**src/rtl/shift_sequencer_if.sv**
```systemverilog
// -----------------------------------------------------------------------------
// shift_sequencer_if
//
// Purpose : Bundles the request and result signals of shift_sequencer so a
//           requester and the sequencer can be connected with one port.
//
// Signals :
//   start    - request to begin an operation (requester -> sequencer)
//   a        - operand, LEN bits
//   amt      - shift distance, AW bits
//   dir      - 0 = logical left, 1 = logical right
//   busy     - operation in progress (sequencer -> requester)
//   done     - one-cycle completion pulse
//   response - shifted result, LEN bits
//   n,c,z,v  - negative / carry / zero / overflow flags of the last result
//
// Modports: master (requester side), slave (sequencer side).
// -----------------------------------------------------------------------------
interface shift_sequencer_if #(
  parameter int LEN = 4,
  parameter int AW  = 3
);

  logic           start;
  logic [LEN-1:0] a;
  logic [AW-1:0]  amt;
  logic           dir;

  logic           busy;
  logic           done;
  logic [LEN-1:0] response;
  logic           n;
  logic           c;
  logic           z;
  logic           v;

  modport master (
    output start, a, amt, dir,
    input  busy, done, response, n, c, z, v
  );

  modport slave (
    input  start, a, amt, dir,
    output busy, done, response, n, c, z, v
  );

endinterface

```
**src/rtl/shift_sequencer.sv**
```systemverilog
// -----------------------------------------------------------------------------
// shift_sequencer
//
// Purpose : Multi-cycle logical shifter. An accepted request is shifted one
//           bit per clock; after the last step the result and its flags are
//           published with a one-cycle done pulse.
//
// Ports   :
//   clk  - sole clock, rising edge
//   rst  - synchronous active-high reset
//   bus  - shift_sequencer_if.slave (start/a/amt/dir in,
//          busy/done/response/n/c/z/v out)
//
// Timing  : with effective amount N = min(amt, LEN), the accepting edge is
//           followed by N shift edges and one completion edge, so done is
//           high in the cycle after edge N+1 and busy is high for N+1 cycles.
//
// Requires LEN >= 2 and 2^AW - 1 >= LEN.
// -----------------------------------------------------------------------------
module shift_sequencer #(
  parameter int LEN = 4,
  parameter int AW  = 3
) (
  input  logic            clk,
  input  logic            rst,
  shift_sequencer_if.slave bus
);

  // Counter must hold values 0..LEN inclusive.
  localparam int CW = $clog2(LEN + 1);

  typedef enum logic [1:0] {
    IDLE  = 2'd0,
    SHIFT = 2'd1,
    DONE  = 2'd2
  } state_t;

  state_t          state_reg;
  logic [LEN-1:0]  work_reg;
  logic [CW-1:0]   cnt_reg;
  logic            dir_reg;
  logic            carry_reg;   // bit shifted out by the most recent step
  logic            ovf_reg;     // sticky: MSB changed during a left shift

  logic            busy_reg;
  logic            done_reg;
  logic [LEN-1:0]  response_reg;
  logic            n_reg;
  logic            c_reg;
  logic            z_reg;
  logic            v_reg;

  logic [LEN-1:0]  shl_next;
  logic [LEN-1:0]  shr_next;
  logic [CW-1:0]   amt_eff;

  // ---------------------------------------------------------------------------
  // Single-bit shift networks of the working register, zero filled.
  // ---------------------------------------------------------------------------
  genvar gi;
  generate
    for (gi = 0; gi < LEN; gi++) begin : g_shift
      if (gi == 0) begin : g_lsb
        assign shl_next[gi] = 1'b0;
      end else begin : g_shl
        assign shl_next[gi] = work_reg[gi-1];
      end

      if (gi == LEN - 1) begin : g_msb
        assign shr_next[gi] = 1'b0;
      end else begin : g_shr
        assign shr_next[gi] = work_reg[gi+1];
      end
    end
  endgenerate

  // Distances beyond the operand width behave like a full-width shift,
  // which clears the result; clamping also bounds the latency.
  always_comb begin
    amt_eff = CW'(bus.amt);
    if (bus.amt > AW'(LEN)) begin
      amt_eff = CW'(LEN);
    end
  end

  // ---------------------------------------------------------------------------
  // Sequencer. All outputs are registers updated here so they are glitch
  // free and hold steady while an operation is in progress.
  // ---------------------------------------------------------------------------
  always_ff @(posedge clk) begin
    if (rst) begin
      state_reg    <= IDLE;
      work_reg     <= '0;
      cnt_reg      <= '0;
      dir_reg      <= 1'b0;
      carry_reg    <= 1'b0;
      ovf_reg      <= 1'b0;
      busy_reg     <= 1'b0;
      done_reg     <= 1'b0;
      response_reg <= '0;
      n_reg        <= 1'b0;
      c_reg        <= 1'b0;
      z_reg        <= 1'b0;
      v_reg        <= 1'b0;
    end else begin
      done_reg <= 1'b0;

      case (state_reg)
        // DONE behaves like IDLE for acceptance, which allows a new request
        // to follow a completion with no idle cycle in between.
        IDLE, DONE: begin
          if (bus.start) begin
            work_reg  <= bus.a;
            dir_reg   <= bus.dir;
            cnt_reg   <= amt_eff;
            carry_reg <= 1'b0;
            ovf_reg   <= 1'b0;
            busy_reg  <= 1'b1;
            state_reg <= SHIFT;
          end else begin
            state_reg <= IDLE;
          end
        end

        // start is deliberately not looked at here: the captured operands
        // stay untouched until the operation completes.
        SHIFT: begin
          if (cnt_reg != '0) begin
            if (dir_reg) begin
              work_reg  <= shr_next;
              carry_reg <= work_reg[0];
            end else begin
              work_reg  <= shl_next;
              carry_reg <= work_reg[LEN-1];
              // The new MSB is the current bit below it; any difference
              // means this step changed the sign bit.
              if (work_reg[LEN-1] != work_reg[LEN-2]) begin
                ovf_reg <= 1'b1;
              end
            end
            cnt_reg <= cnt_reg - CW'(1);
          end else begin
            response_reg <= work_reg;
            n_reg        <= work_reg[LEN-1];
            z_reg        <= (work_reg == '0);
            c_reg        <= carry_reg;
            v_reg        <= ovf_reg;
            done_reg     <= 1'b1;
            busy_reg     <= 1'b0;
            state_reg    <= DONE;
          end
        end

        default: begin
          busy_reg  <= 1'b0;
          state_reg <= IDLE;
        end
      endcase
    end
  end

  assign bus.busy     = busy_reg;
  assign bus.done     = done_reg;
  assign bus.response = response_reg;
  assign bus.n        = n_reg;
  assign bus.c        = c_reg;
  assign bus.z        = z_reg;
  assign bus.v        = v_reg;

endmodule

```
**src/flat_wrapper.sv**
```systemverilog
// flat-port wrapper written by rule: the top's interface ports become plain ports
module shift_sequencer_flat 
#(
  parameter int LEN = 4,
  parameter int AW  = 3
)
  (clk, rst, bus_start, bus_a, bus_amt, bus_dir, bus_busy, bus_done, bus_response, bus_n, bus_c, bus_z, bus_v);
  shift_sequencer_if #(.LEN(LEN), .AW(AW)) bus_i ();
  input  logic clk;
  input  logic rst;
  input wire logic [$bits(bus_i.start)-1:0] bus_start;
  input wire logic [$bits(bus_i.a)-1:0] bus_a;
  input wire logic [$bits(bus_i.amt)-1:0] bus_amt;
  input wire logic [$bits(bus_i.dir)-1:0] bus_dir;
  output wire logic [$bits(bus_i.busy)-1:0] bus_busy;
  output wire logic [$bits(bus_i.done)-1:0] bus_done;
  output wire logic [$bits(bus_i.response)-1:0] bus_response;
  output wire logic [$bits(bus_i.n)-1:0] bus_n;
  output wire logic [$bits(bus_i.c)-1:0] bus_c;
  output wire logic [$bits(bus_i.z)-1:0] bus_z;
  output wire logic [$bits(bus_i.v)-1:0] bus_v;
  assign bus_i.start = bus_start;
  assign bus_i.a = bus_a;
  assign bus_i.amt = bus_amt;
  assign bus_i.dir = bus_dir;
  assign bus_busy = bus_i.busy;
  assign bus_done = bus_i.done;
  assign bus_response = bus_i.response;
  assign bus_n = bus_i.n;
  assign bus_c = bus_i.c;
  assign bus_z = bus_i.z;
  assign bus_v = bus_i.v;
  shift_sequencer #(.LEN(LEN), .AW(AW)) u_core (.clk(clk), .rst(rst), .bus(bus_i));
endmodule
```
**config.mk**
```make
export PLATFORM = sky130hd
export DESIGN_NAME = shift_sequencer_flat
export DESIGN_NICKNAME = d
export VERILOG_FILES = /design/src/rtl/shift_sequencer_if.sv /design/src/rtl/shift_sequencer.sv /design/src/flat_wrapper.sv
export SDC_FILE = /design/constraint.sdc
export NUM_CORES = 1
export LEC_CHECK = 0
export CAP_MARGIN = 10
export CORE_MARGIN = 2
export CORE_UTILIZATION = 40
export DETAILED_ROUTE_END_ITERATION = 8
export GPL_TIMING_DRIVEN = 0
export PLACE_DENSITY = 0.7
export SLEW_MARGIN = 30
export SYNTH_ARGS = -nofsm -noshare
export SYNTH_HDL_FRONTEND = slang
export SYNTH_SLANG_ARGS = --single-unit
```
**constraint.sdc**
```tcl
create_clock -name clk -period 1.86 [get_ports clk]
set_input_delay 0.186 -clock clk [delete_from_list [all_inputs] [get_ports clk]]
set_output_delay 0.186 -clock clk [all_outputs]
set_load 0.01 [all_outputs]
```
==> flow_metrics.py <==
metrics = {
    "hold_path": {
        "hp-start": "u_core.bus.z$_SDFFE_PP0P_",
        "hold_depth": 2,
        "hold_end": "u_core.bus.z$_SDFFE_PP0P_",
        "worstHoldPathType": "flop to flop",
    },
    "setup_path": {
        "path_max_fanout": 7,
        "r2r_setup_slack_ns": 0.35,
        "rr_endpoint": "u_core.bus.z$_SDFFE_PP0P_",
        "r2r_start": "u_core.cnt_reg[0]$_SDFFE_PP0P_",
        "cp_data_required_time_ns": 2.09,
        "startpoint_type": "flop",
        "end_kind": "flop",
        "reg2reg_depth": 7,
        "worstSetupStartpoint": "u_core.cnt_reg[0]$_SDFFE_PP0P_",
        "crit_type": "flop to flop",
        "critPathArrivalTime_ns": 1.74,
    },
    "drt": {
        "routed_via_density": 4.829,
        "dr_total_vias": 821,
        "drt-initial-drc-count": 4,
        "drt_wl_total_mm": 1.875,
        "antenna_left": 0,
        "wl_per_cell_um": 11.03,
        "drt_drc_violations_left": 0,
        "firstDrtPassIters": 4,
    },
    "final_layout": {
        "multiInputGateArea_um2": 478.0,
        "layout_common_cells": "21 x dfxtp_1, 20 x clkdlybuf4s50_1, 17 x nor2_1",
        "drive_above_1_share_pct": 11.27,
        "final_common_cell": "dfxtp_1",
        "fin_util_pct": 54.94,
        "largest_reg_flops": 4,
        "seqCellArea_um2": 420.4,
        "fin_nets": 157,
        "fillerInstances": 228,
        "diodes": 0,
        "area_growth_syn_to_layout_pct": 26.76,
    },
    "floorplanning": {
        "fp.dieW_um": 53.43,
        "die_h_um": 53.43,
        "ioPinCount": 21,
        "fp-row-count": 17,
        "die_area_um2": 2854,
        "core-area_um2": 2255,
        "initial_core_util_pct": 43.34,
    },
    "placed_design": {
        "gp_congestion": 0.7823,
        "port_buffers": 20,
        "dp_hpwl_mm": 1.437,
    },
    "synthesis": {
        "syn_inst": 118,
        "ys_ff_latch": 21,
        "synth.cell_area_um2": 977.2,
        "avgSynthCellArea_um2": 8.281,
        "synth_top_cell_by_area": "dfxtp_1",
        "synth.top_cell.area_share_pct": 43.02,
        "synthesis.nets": 132,
        "synth_cell_types": 26,
        "yosysWarnings": 0,
        "seq_area_frac_synth_pct": 43.02,
        "synth_area_leaders": "dfxtp_1 43%, a21oi_1 7.2%, nor2_1 6.5%, nand2_1 5.4%, mux2i_1 5.1%",
    },
    "global_route": {
        "grt_use_total_pct": 15.98,
        "grt_max_degree": 12,
        "gr-total-overflow": 0,
        "antenna_found_initial": 0,
        "first_global_vias": 813,
        "grt_pass1_wl_mm": 3.332,
    },
    "sta": {
        "setup_viol": 0,
        "hold_violations": 0,
        "skew_ns": 0.002777,
        "grt_setup_unrepaired": "no",
        "slew_headroom_pct": 63.29,
        "fmax_mhz": 663.0,
        "tightest_slew_ns": 0.5506,
        "setup_tns_ns": 0,
        "period_share_pct": 81.10,
        "slew_violations": 0,
        "period_minus_slack_ns": 1.508,
    },
    "pwr": {
        "peakVddDrop_mv": 0.5338,
        "clock_power_share_pct": 22.5,
        "p_sw_uw": 265.8,
        "leakage_uw": 0.0004528,
        "combPwrFrac_pct": 23.6,
        "internal-power_uw": 673.1,
        "seq_power_share_pct": 53.9,
        "switching_share_pct": 28.31,
        "power.density_nw_per_um2": 758.0,
    },
    "clocking": {
        "cts_tree": "yes",
        "cts_setup_buffers": 0,
        "path_clk_slew_ns": 0.11,
        "clockRootBuffer": "clkbuf_4",
        "hold_buffers": 0,
        "cts_buffers": 3,
        "cts.sinks": 21,
        "post_cts_resized": 0,
        "clock_path_buffers": 2,
        "clk_latency_ns": 0.29,
        "htree_levels": 1,
    },
    "outcome": {
        "status": "completed",
    },
    "job": {
        "cap_violations": 0,
    },
}
[cells by family (layout without fill, tap and decap cells)]
| family | after synthesis | after routing | synth area share, % |
|---|---|---|---|
| buffers and inverters | 16 | 40 | 8.065 |
| adder cells (fa/ha/maj) | 3 | 3 | 3.842 |
| multiplexers | 5 | 5 | 5.122 |
| AO/OA/AOI/OAI | 25 | 25 | 17.41 |
| flip-flops | 21 | 21 | 43.02 |
| AND/OR/NAND/NOR | 48 | 48 | 22.54 |
[worst max-delay path, stage by stage (launching register included)]
cell and delay (ns):
dfxtp_1 0.34, inv_1 0.08, ha_1 0.14, nor2b_1 0.33, nor2b_1 0.18, buf_2 0.17, nand3_1 0.09, a21oi_1 0.13
[cell usage after synthesis, drive strengths merged]
| cell | instances |
|---|---|
| a211oi | 3 |
| a21oi | 14 |
| a31oi | 2 |
| and2 | 1 |
| buf | 6 |
| clkbuf | 3 |
| dfxtp | 21 |
| ha | 3 |
| inv | 7 |
| mux2i | 5 |
| nand2 | 14 |
| nand2b | 5 |
| nand3 | 1 |
| nand4 | 1 |
| nor2 | 19 |
| nor2b | 4 |
| nor3 | 2 |
| nor3b | 1 |
| o21ai | 2 |
| o21bai | 1 |
| o22ai | 2 |
| o2bb2ai | 1 |
[cell type report]
class,count,area share [%]
clock buffer,4,2.121
sequential,21,33.94
timing repair buffer,20,16.16
buffer,9,4.242
tap,28,2.828
inverter,7,2.121
multi-input combinational,81,38.59
[worst max path at each step]
| stage | to | slack, ns | cells after the start |
|---|---|---|---|
| finish | u_core.bus.z$_SDFFE_PP0P_ | 0.35 | 7 |
| global route | u_core.bus.z$_SDFFE_PP0P_ | 0.12 | 7 |
| CTS | u_core.bus.z$_SDFFE_PP0P_ | 0.33 | 7 |
| detailed placement | u_core.dir_reg$_SDFFE_PP0P_ | 0.07 | 4 |
| global placement | u_core.state_reg[1]$_SDFFE_PP0P_ | 0.06 | 4 |
| floorplan | u_core.cnt_reg[2]$_SDFFE_PP0P_ | 0.51 | 7 |
[power groups by stage]
stage          clock (µW)  combinational, µW  sequential, µW
3_5_place_dp            0                223             515
2_1_floorplan           0                151             514
3_3_place_gp            0                220             514
6_report              212                222             506
4_1_cts               221                224             505
5_1_grt               239                250             511
[metal layers]
layer | GRT usage [%] | vias up | part of all wire [%]
li1 | - | 438 | -
met1 | 20.34 | 366 | 50
met2 | 25.93 | 13 | 46
met3 | 2.542 | 4 | 2.9
met4 | 7.692 | 0 | 1.7
met5 | 0 | - | 0
[metrics by stage]
step	hold WS (ns)	cells	total power (µW)	area [µm²]	worst slack, ns
after CTS	0.4621	170	950.1	1239	0.3281
final	0.4559	170	938.9	1239	0.3516
after global routing	0.4867	170	1001	1239	0.1217
after floorplan	0.3247	118	664.9	977.2	0.5061
after global placement	0.4448	166	733.1	1212	0.05631
after detailed placement	0.4473	166	738.7	1212	0.06568
No activity file was read; power rests on OpenSTA's default activity.
